File: src/rtl/wb_timer.sv
// Wishbone classic 32-bit timer for the picorv32 SoC: programmable prescaler,
// compare match with optional auto-reload, sticky pending flag and level irq.
module wb_timer #(
  parameter int unsigned PRESCALE_WIDTH = 16,
  parameter logic [31:0] COMPARE_RESET  = 32'hFFFF_FFFF
) (
  input  logic        wb_clk_i,
  input  logic        wb_rst_ni,
  input  logic [31:0] wb_adr_i,
  input  logic [31:0] wb_dat_i,
  input  logic [3:0]  wb_sel_i,
  input  logic        wb_we_i,
  input  logic        wb_cyc_i,
  input  logic        wb_stb_i,
  output logic [31:0] wb_dat_o,
  output logic        wb_ack_o,
  output logic        wb_err_o,
  output logic        irq_o
);

  localparam logic [2:0] IDX_CTRL     = 3'd0;
  localparam logic [2:0] IDX_PRESCALE = 3'd1;
  localparam logic [2:0] IDX_COUNT    = 3'd2;
  localparam logic [2:0] IDX_COMPARE  = 3'd3;
  localparam logic [2:0] IDX_STATUS   = 3'd4;

  function automatic logic [31:0] merge_bytes(input logic [31:0] old_val,
                                              input logic [31:0] new_val,
                                              input logic [3:0]  sel);
    logic [31:0] res;
    res = old_val;
    for (int b = 0; b < 4; b++) begin
      if (sel[b]) res[8*b +: 8] = new_val[8*b +: 8];
    end
    return res;
  endfunction

  logic [2:0]                ctrl_q;
  logic [PRESCALE_WIDTH-1:0] prescale_q;
  logic [PRESCALE_WIDTH-1:0] pcnt_q;
  logic [31:0]               count_q;
  logic [31:0]               compare_q;
  logic                      pend_q;

  logic        req, wr, en, tick, count_wr, match, status_clr;
  logic [2:0]  idx;
  logic [31:0] prescale_ext, prescale_wr, rdata;
  logic        unused_adr_bits;

  // Only the word index is decoded; the rest of the address is don't-care.
  assign unused_adr_bits = ^{wb_adr_i[31:5], wb_adr_i[1:0]};

  assign idx          = wb_adr_i[4:2];
  assign req          = wb_cyc_i & wb_stb_i & ~wb_ack_o;
  assign wr           = req & wb_we_i;
  assign en           = ctrl_q[0];
  assign tick         = en & (pcnt_q == prescale_q);
  assign count_wr     = wr & (idx == IDX_COUNT);
  // A bus write to COUNT pre-empts the tick entirely, including the compare.
  assign match        = tick & ~count_wr & (count_q == compare_q);
  assign status_clr   = wr & (idx == IDX_STATUS) & wb_sel_i[0] & wb_dat_i[0];
  assign prescale_ext = 32'(prescale_q);
  assign prescale_wr  = merge_bytes(prescale_ext, wb_dat_i, wb_sel_i);

  assign wb_err_o = 1'b0;
  assign irq_o    = pend_q & ctrl_q[2];

  always_comb begin
    // NOTE: default first so every path assigns rdata and no latch is inferred.
    rdata = '0;
    case (idx)
      IDX_CTRL:     rdata = {29'd0, ctrl_q};
      IDX_PRESCALE: rdata = prescale_ext;
      IDX_COUNT:    rdata = count_q;
      IDX_COMPARE:  rdata = compare_q;
      IDX_STATUS:   rdata = {31'd0, pend_q};
      default:      rdata = '0;
    endcase
  end

  // NOTE: state uses non-blocking assignments so every flop samples pre-edge values.
  always_ff @(posedge wb_clk_i or negedge wb_rst_ni) begin
    if (!wb_rst_ni) begin
      wb_ack_o <= 1'b0;
      wb_dat_o <= '0;
    end else begin
      wb_ack_o <= req;
      wb_dat_o <= (req & ~wb_we_i) ? rdata : '0;
    end
  end

  always_ff @(posedge wb_clk_i or negedge wb_rst_ni) begin
    if (!wb_rst_ni) begin
      ctrl_q     <= '0;
      prescale_q <= '0;
      compare_q  <= COMPARE_RESET;
    end else if (wr) begin
      if (idx == IDX_CTRL && wb_sel_i[0]) ctrl_q <= wb_dat_i[2:0];
      if (idx == IDX_PRESCALE) prescale_q <= prescale_wr[PRESCALE_WIDTH-1:0];
      if (idx == IDX_COMPARE) compare_q <= merge_bytes(compare_q, wb_dat_i, wb_sel_i);
    end
  end

  always_ff @(posedge wb_clk_i or negedge wb_rst_ni) begin
    if (!wb_rst_ni) begin
      pcnt_q <= '0;
    end else if ((wr && idx == IDX_PRESCALE) || tick || !en) begin
      pcnt_q <= '0;
    end else begin
      pcnt_q <= pcnt_q + PRESCALE_WIDTH'(1);
    end
  end

  always_ff @(posedge wb_clk_i or negedge wb_rst_ni) begin
    if (!wb_rst_ni) begin
      count_q <= '0;
      pend_q  <= 1'b0;
    end else begin
      if (count_wr) begin
        count_q <= merge_bytes(count_q, wb_dat_i, wb_sel_i);
      end else if (tick) begin
        count_q <= (match && ctrl_q[1]) ? 32'd0 : count_q + 32'd1;
      end
      // Setting wins over a simultaneous write-1-to-clear.
      if (match) pend_q <= 1'b1;
      else if (status_clr) pend_q <= 1'b0;
    end
  end

endmodule

File: config.mk
export PLATFORM = sky130hd
export DESIGN_NAME = wb_timer
export DESIGN_NICKNAME = d
export VERILOG_FILES = /design/src/rtl/wb_timer.sv
export SDC_FILE = /design/constraint.sdc
export NUM_CORES = 1
export LEC_CHECK = 0
export CORE_ASPECT_RATIO = 1.1
export CORE_MARGIN = 4
export CORE_UTILIZATION = 55
export DETAILED_ROUTE_END_ITERATION = 8
export GPL_TIMING_DRIVEN = 0
export PLACE_DENSITY = 0.81
export RECOVER_POWER = 50
export SKIP_LAST_GASP = 1
export SLEW_MARGIN = 40
export SYNTH_ARGS = -nofsm -noshare
export SYNTH_HDL_FRONTEND = slang
export SYNTH_SLANG_ARGS = --single-unit
File: constraint.sdc
create_clock -name wb_clk_i -period 2.7 [get_ports wb_clk_i]
set_input_delay 0.81 -clock wb_clk_i [delete_from_list [all_inputs] [get_ports wb_clk_i]]
set_output_delay 0.81 -clock wb_clk_i [all_outputs]
set_load 0.005 [all_outputs]
==> results_dict.tcl, run 1 <==
set metrics [dict create \
    outcome "finished with violations" \
    violations "capacitance limit, slew limit" \
    cts_buffer_depth 2 \
    die_area_um2 15000 \
    ys_seq_elements 133 \
    hpwl_mm 15.9 \
    numCtsBuffers 17 \
    end_kind "register" \
    regArea_um2 3370 \
    vias 6195 \
    overflow 0 \
    syn-num-nets 786 \
    slew_headroom_pct -9.52 \
    synth.distinct_cells 65 \
    fin_util_pct 70.0 \
    nNetsFinal 885 \
    sw_frac_of_total_pct 31.8 \
    avgSynthCellArea_um2 10.1 \
    grt_pass1_vias 6178 \
    combPwrFrac_pct 23.5 \
    setup_viol_count_final 0 \
    ys_seq_area_share_pct 46.8 \
    via_per_inst 6.32 \
    place.gp.congestion 0.932 \
    worstHoldPathType "register to register" \
    io_pins 108 \
    place.port_buffers 75 \
    synthFlopType "dfrtp_1" \
    yosys-top-cells-area "dfrtp_1, dfstp_2, mux2_2" \
    finalCritPeriodShare_pct 99.9 \
    power_mw 6.52 \
    fmax_mhz 371 \
    nFillCells 964 \
    path_max_fanout 4 \
    yosysMostFrequentCell "dfrtp_1" \
    required_ns 3.01 \
    synth_top_area_share_pct 35.1 \
    ant_nets 0 \
    internal_power_mw 4.44 \
    fp.dieW_um 117 \
    syn_to_final_growth_pct 23.4 \
    synth_warnings 0 \
    startpoint_type "primary input" \
    initial_core_util_pct 56.7 \
    wl_mm 21.8 \
    grt_antenna_before_repair 0 \
    period_needed_ns 2.70 \
    hold_slack_ns 0.493 \
    gr-usage-met3_pct 5.76 \
    drt_pass1_iterations 5 \
    htreeDepth 4 \
    finClkSkew_ns 0.0106 \
    synth_edf_count 0 \
    core_um2 12700 \
    die_h_um 128 \
    cts_root_buffer "clkbuf_16" \
    grt.met1_usage_pct 38.2 \
    antennaDiodeCount 0 \
    clk_pin_slew_ns 0.05 \
    grt_pass1_wl_mm 34.0 \
    synth_common_cells "dfrtp_1, nor2_1, mux2_2" \
    place_ws_ns -0.884 \
    arrival_ns 3.00 \
    rsz0062_at_grt "true" \
    worstMarginPinSlew_ns 1.64 \
    worst_slack_ns 0.00301 \
    synth_area_um2 7200 \
    drv_cap 1 \
    hold_viol 0 \
    grt_max_degree 70 \
    layout-drive-gt1-share_pct 22.0 \
    multi_input_area_um2 3610 \
    crit_type "primary input to register" \
    final_max_slew_viol_count 66 \
    cpMaxStageDelayCell "or4b_2" \
    grt.busiest_layer "met2" \
    dr.first_iter.drc_count 615 \
    leakagePower_nw 3.67 \
    synth_top_cell_by_area "dfrtp_1" \
    cts_tree "done" \
    switchingPower_mw 2.07 \
    crit_chain "clkdlybuf4s50_1 > nand4b_1 > or4b_2 > nor2_1 > mux2_2" \
    synth-async-reset-ratio_pct 100 \
    cts.sinks 133 \
    track_usage_pct 30.1 \
    synthCells 711 \
    use_met2_pct 49.4 \
    rows 43 \
    clock_power_share_pct 37.4 \
    ir_drop_v 0.000440 \
    p_per_area_nw_per_um2 733 \
    drc 0 \
    critical_path.max_stage_delay_ns 0.71 \
    wl_per_cell_um 22.2 \
    p_seq_share_pct 39.2 \
    worstSkewPairLatency_ns 0.43 \
]
==> critical path: cells and delay by family <==
kind / cells / cell delay [ns]
simple gates: 3 / 1.26
mux: 1 / 0.38
buf+inv: 1 / 0.55
==> area by class of cell <==
class | instances | area share (%)
Multi-Input combinational cell | 506 | 40.6
Sequential cell | 133 | 37.9
Timing Repair Buffer | 82 | 9.02
Clock buffer | 24 | 5.64
Tap cell | 157 | 2.21
Buffer | 38 | 1.96
Clock inverter | 8 | 1.38
Inverter | 32 | 1.35
==> flip-flops by register name, summed over array words and instances (netlist names) <==
name / flops
count_q: 32
pend_q: 1
pcnt_q: 16
compare_q: 32
ctrl_q: 3
wb_dat_o: 32
wb_ack_o: 1
prescale_q: 16
==> timing repair <==
item	CTS	global route
hold buffers	0	0
pin swaps	1	3
setup buffers	1	5
gates resized for setup	13	18
endpoints found under the setup margin	84	78
==> per-layer routing <==
layer,vias up,routed length [um]
met2,292,11000
met1,3076,8560
li1,2772,-
met5,-,0
met4,0,724
met3,55,1550
==> cells by family (layout without fill, tap and decap cells) <==
family,count (synthesis),after routing,synth area share (%)
flip-flops,133,133,46.8
AO/OA/AOI/OAI,138,138,13.4
other,1,1,0.0521
AND/OR/NAND/NOR,238,238,17.7
buffers and inverters,72,184,4.05
multiplexers,67,67,10.4
adder cells (fa/ha/maj),2,2,0.347
XOR/XNOR,60,60,7.30
==> power groups by stage <==
stage	sequential [mW]	combinational (mW)	clock, mW
floorplan	2.48	1.02	0
global placement	2.56	1.46	0
finish	2.55	1.53	2.44
detailed placement	2.57	1.49	0
global route	2.58	1.65	2.56
CTS	2.54	1.51	2.45
==> path summary, 6_finish.rpt <==
path                       slack (ns)           end       start  cells past startpoint
setup reg to reg                 0.10   count_q[11]  pcnt_q[11]                      8
setup / recovery                0.003     ctrl_q[0]     wb_we_i                      5
min in group asynchronous        0.81  wb_dat_o[19]   wb_rst_ni                      1
max in group asynchronous        0.51   count_q[30]   wb_rst_ni                      2
hold / removal                   0.49      wb_ack_o    wb_ack_o                      1
hold reg to reg                  0.49      wb_ack_o    wb_ack_o                      1
==> stage by stage <==
| step | instances | TNS, ns | area (um^2) |
|---|---|---|---|
| 2_1_floorplan | 711 | 0 | 7200 |
| 3_3_place_gp | 943 | -572.00 | 8150 |
| 3_5_place_dp | 944 | -61.00 | 8180 |
| 4_1_cts | 975 | 0 | 8850 |
| 5_1_grt | 980 | -0.0286 | 8890 |
| 6_report | 980 | 0 | 8890 |
==> placed cells by master (no fill, tap or decap), drive strengths merged, types with 4 or more instances in the layout <==
cell             n
a21oi           14
a22oi           30
a31oi           28
a32oi           12
and2            10
and3            17
buf             22
clkbuf          48
clkdlybuf4s50   63
dfrtp          101
dfstp           32
dlygate4sd3     11
inv             32
mux2            63
mux2i            4
nand2           44
nand2b           6
nand3           29
nand4           23
nor2            72
nor2b            6
nor3            10
nor4             8
o21ai           20
o22ai            7
o31a             4
xnor2           53
xor2             7
(Power assumes the default switching activity.)
==> inputs of run 2 (changes only) <==
clock period = 2.8 ns   (was 2.7 ns; I/O delays follow)
==> run 2 against run 1 <==
Compared with the run above:
- the flow still finishes with violations (capacitance limit, slew limit)
- via count down 0.52%
- cell count down 0.51%
- sequential power down 4%
- die area unchanged
- sequential share of layout area up 0.14 points
- hold slack better by 0.0075 ns
- utilization down 0.27 points
- setup slack better by 0.031 ns
- global-route usage unchanged
- non-clock buffer count down 5
- clock power down 4%
==> results_dict.tcl, run 2 (synthesis results as in run 1) <==
set metrics [dict create \
    outcome "finished with violations" \
    violations "capacitance limit, slew limit" \
    clk_pin_slew_ns 0.06 \
    via_per_inst 6.32 \
    initial_core_util_pct 56.7 \
    place.gp.congestion 0.932 \
    numCtsBuffers 17 \
    final_common_cell "dfrtp_1" \
    required_ns 3.10 \
    wl_mm 21.7 \
    placedCellCount 944 \
    fmax_mhz 362 \
    final_cell_mix "dfrtp_1, nor2_1, mux2_2, clkdlybuf4s50_1, xnor2_1" \
    startpoint_type "register" \
    layout-drive-gt1-share_pct 20.7 \
    worstHoldPathType "register to register" \
    final_max_slew_viol_count 65 \
    grt_pass1_vias 6193 \
    fp.dieW_um 117 \
    drv_cap 1 \
    fin_area_um2 8860 \
    hold_buffers 0 \
    leakagePower_nw 3.65 \
    overflow 0 \
    finalCritPeriodShare_pct 98.8 \
    grt_pass1_wl_mm 34.0 \
    ant_nets 0 \
    grt_max_degree 70 \
    placed_area_um2 8180 \
    worstMarginPinSlew_ns 1.66 \
    wl_per_cell_um 22.3 \
    cts_buffer_depth 2 \
    drc 0 \
    antennaDiodeCount 0 \
    instances_no_fill 975 \
    ir_drop_v 0.000422 \
    core_um2 12700 \
    finClkSkew_ns 0.0113 \
    rsz0062_at_grt "true" \
    rows 43 \
    cpMaxStageDelayCell "dfrtp_1" \
    vias 6163 \
    hold_viol 0 \
    cts_root_buffer "clkbuf_16" \
    arrival_ns 3.06 \
    hpwl_mm 15.9 \
    largestRegisters "compare_q: 32 flops, count_q: 32 flops, wb_dat_o: 32 flops" \
    crit_buf_inv 1 \
    cts_tree "done" \
    critPathTopFamily "simple AND/OR/NAND/NOR gates" \
    slew_headroom_pct -10.7 \
    worstSkewPairLatency_ns 0.43 \
    nNetsFinal 880 \
    period_needed_ns 2.77 \
    power_mw 6.29 \
    crit_chain "xnor2_1 > nand4_1 > nor4_2 > nand3_2 > clkbuf_2 > a32oi_1 > o21ai_0" \
    die_h_um 128 \
    grt_antenna_before_repair 0 \
    path_max_fanout 10 \
    htreeDepth 4 \
    track_usage_pct 30.1 \
    place.port_buffers 75 \
    end_kind "register" \
    syn_to_final_growth_pct 23.0 \
    cts.sinks 133 \
    setup_viol_count_final 0 \
    p_per_area_nw_per_um2 710 \
    dr.first_iter.drc_count 591 \
    critical_path.max_stage_delay_ns 0.48 \
    drt_pass1_iterations 5 \
    die_area_um2 15000 \
    hold_slack_ns 0.500 \
    io_pins 108 \
    crit_type "register to register" \
]
run 2: area by class of cell:
cell class / instances / area [um^2]
Multi-Input combinational cell: 506 / 3580
Clock buffer: 24 / 502
Clock inverter: 8 / 123
Inverter: 32 / 120
Fill cell: 958 / 3840
Buffer: 37 / 169
Tap cell: 157 / 196
Sequential cell: 133 / 3370
Timing Repair Buffer: 78 / 801
run 2: through the flow:
stage	utilization (%)	setup slack, ns	TNS, ns
6_report	69.8	0.0344	0
3_3_place_gp	64.2	-4.21	-554.05
3_5_place_dp	64.4	-0.814	-52.30
4_1_cts	69.6	-0.0948	-1.32
2_1_floorplan	-	0.323	0
5_1_grt	69.8	-0.0127	-0.0168
run 2: worst register-to-register path: cells and delay by family, from the launching register on:
kind / cells / cell delay, ns
simple gates: 3 / 1.10
flops: 1 / 0.48
xor+xnor: 1 / 0.40
buf+inv: 1 / 0.34
compound gates: 2 / 0.34
run 2: path summary, 6_finish.rpt:
kind | from | end | slack (ns) | depth (start not counted)
worst max register to register | count_q[7] | count_q[21] | 0.03 | 7
worst min register to register | pcnt_q[0] | pcnt_q[0] | 0.50 | 1
min in group asynchronous | wb_rst_ni | wb_dat_o[17] | 0.85 | 1
worst max-delay path | count_q[7] | count_q[21] | 0.03 | 7
worst min-delay path | pcnt_q[0] | pcnt_q[0] | 0.50 | 1
max in group asynchronous | wb_rst_ni | compare_q[8] | 0.83 | 2
run 2: metal layers:
| layer | part of all wire (%) | wire length, um | vias up | track usage, % |
|---|---|---|---|---|
| li1 | - | - | 2760 | - |
| met1 | 40 | 8600 | 3082 | 38.2 |
| met2 | 51 | 11000 | 273 | 48.9 |
| met3 | 6.8 | 1480 | 48 | 5.90 |
| met4 | 3.1 | 673 | 0 | 14.4 |
| met5 | 0 | 0 | - | 0 |
run 2: report_power, final:
part	switching (mW)	internal [mW]
Sequential	0.288	2.17
Clock	0.834	1.52
Combinational	0.881	0.599
Total	2.00	4.29
run 2: what timing repair did:
action / in CTS / in global routing
gates resized for setup: 6 / 16
setup endpoints to repair: 77 / 69
buffers inserted: 1 / 1
endpoints found under the hold margin: 0 / 0
pin swaps: 1 / 0
==> inputs of run 3 (changes only) <==
clock period = 2.83 ns   (was 2.8 ns; I/O delays follow)
==> run 3 against run 2 <==
Compared with the run above:
- critical endpoint is now count_q[11]
- clock power about the same
- clock skew about the same
- cell count unchanged
- die area unchanged
- hold slack got worse by 0.0016 ns
- clock-buffer cell count unchanged
- utilization about the same
- flip-flop and latch count unchanged
- the flow still finishes with violations (capacitance limit, slew limit)
- setup slack improved by 0.051 ns
- register-to-register slack improved by 0.05 ns
- sequential power about the same
==> results_dict.tcl, run 3 (synthesis results as in run 1) <==
set metrics [dict create \
    grt_max_degree 70 \
    htreeDepth 4 \
    vias 6138 \
    nNetsFinal 880 \
    path_max_fanout 10 \
    grt_pass1_wl_mm 34.0 \
    place.gp.congestion 0.932 \
    rows 43 \
    crit_chain "xnor2_1 > nand4_1 > nor4_2 > nand3_2 > clkbuf_2 > a32oi_1 > o21ai_0" \
    track_usage_pct 30.1 \
    overflow 0 \
    startpoint_type "register" \
    required_ns 3.13 \
    core_um2 12700 \
    initial_core_util_pct 56.7 \
    outcome "finished with violations" \
    worstHoldPathType "register to register" \
    nFillCells 960 \
    place_ws_ns -0.793 \
    largestRegisters "compare_q: 32 flops, count_q: 32 flops, wb_dat_o: 32 flops" \
    critical_path.max_stage_delay_ns 0.48 \
    dr.first_iter.drc_count 596 \
    final_max_slew_viol_count 65 \
    power_mw 6.23 \
    p_per_area_nw_per_um2 703 \
    cts_tree "done" \
    hp-start "wb_ack_o" \
    worstMarginPinSlew_ns 1.67 \
    crit_buf_inv 1 \
    fin_util_pct 69.8 \
    clk_pin_slew_ns 0.06 \
    cts_root_buffer "clkbuf_16" \
    grt_antenna_before_repair 0 \
    die_area_um2 15000 \
    antennaDiodeCount 0 \
    wl_mm 21.8 \
    critPathTopFamily "simple AND/OR/NAND/NOR gates" \
    slew_headroom_pct -11.1 \
    fp.dieW_um 117 \
    hold_buffers 0 \
    worst_slack_ns 0.0853 \
    finClkSkew_ns 0.0111 \
    grt_pass1_vias 6192 \
    numCtsBuffers 17 \
    hold_slack_ns 0.499 \
    hpwl_mm 15.9 \
    hold_viol 0 \
    place.port_buffers 75 \
    cts_buffer_depth 2 \
    via_per_inst 6.30 \
    fmax_mhz 364 \
    end_kind "register" \
    drt_pass1_iterations 5 \
    startpoint "count_q[7]" \
    wl_per_cell_um 22.3 \
    cts.sinks 133 \
    syn_to_final_growth_pct 23.0 \
    layout-drive-gt1-share_pct 20.5 \
    placed_area_um2 8180 \
    period_needed_ns 2.74 \
    finalCritPeriodShare_pct 97.0 \
    cpMaxStageDelayCell "dfrtp_1" \
    setup_viol_count_final 0 \
    drv_cap 1 \
    drc 0 \
    crit-reg2reg-launch "count_q[7]" \
    die_h_um 128 \
    io_pins 108 \
    violations "capacitance limit, slew limit" \
    rsz0062_at_grt "false" \
    fin_area_um2 8860 \
    ant_nets 0 \
    ir_drop_v 0.000418 \
    worstSkewPairLatency_ns 0.43 \
    leakagePower_nw 3.66 \
    final_cell_mix "dfrtp_1, nor2_1, mux2_2" \
    arrival_ns 3.05 \
    final_common_cell "dfrtp_1" \
    crit_type "register to register" \
]
run 3: changes by cell type in the layout (fill, tap and decap cells not counted), sizes merged:
cell           previous run  this run
clkdlybuf4s50            63        60
dlygate4sd3              11        14
clkbuf                   47        48
buf                      18        17
run 3: power by group:
group          internal, mW  switching, mW
clock                  1.50          0.833
combinational         0.592          0.868
sequential             2.15          0.287
run 3: metrics by stage:
stage          setup TNS [ns]  instances
6_report                    0        975
5_1_grt                     0        975
4_1_cts                -0.761        976
3_5_place_dp           -49.78        944
3_3_place_gp          -548.75        943
2_1_floorplan               0        711
run 3: path summary, 6_finish.rpt:
path | endpoint | slack, ns | cells after the start
worst max-delay path | count_q[11] | 0.09 | 7
worst min-delay path | wb_ack_o | 0.50 | 1
worst max register to register | count_q[11] | 0.09 | 7
worst min register to register | wb_ack_o | 0.50 | 1
max in group asynchronous | compare_q[13] | 0.85 | 2
min in group asynchronous | wb_dat_o[17] | 0.86 | 1
run 3: repair_timing:
| action | CTS | global route |
|---|---|---|
| pin swaps | 1 | 0 |
| resized for setup | 3 | 18 |
| setup buffers | 1 | 1 |
| endpoints found under the setup margin | 62 | 66 |
run 3: area by class of cell:
cell class / instances / area [um^2] / share of cell area [%]
Buffer: 37 / 168 / 1.89
Sequential cell: 133 / 3370 / 38.0
Inverter: 32 / 120 / 1.36
Multi-Input combinational cell: 506 / 3580 / 40.4
Tap cell: 157 / 196 / 2.22
Clock inverter: 8 / 123 / 1.38
Timing Repair Buffer: 78 / 801 / 9.04
Clock buffer: 24 / 502 / 5.66
run 3: layer usage:
layer | GRT usage [%] | wire length [um] | part of all wire, % | vias up
met5 | 0 | 0 | 0 | -
met4 | 14.4 | 790 | 3.6 | 0
met3 | 5.90 | 1530 | 7.0 | 62
met2 | 48.9 | 10900 | 50 | 289
met1 | 38.2 | 8590 | 39 | 3022
li1 | - | - | - | 2765
run 3: worst reg2reg max path: stages (launching register included):
cell and delay [ns]:
dfrtp_1 0.48, xnor2_1 0.38, nand4_1 0.25, nor4_2 0.45, nand3_2 0.35, clkbuf_2 0.34
a32oi_1 0.26, o21ai_0 0.11
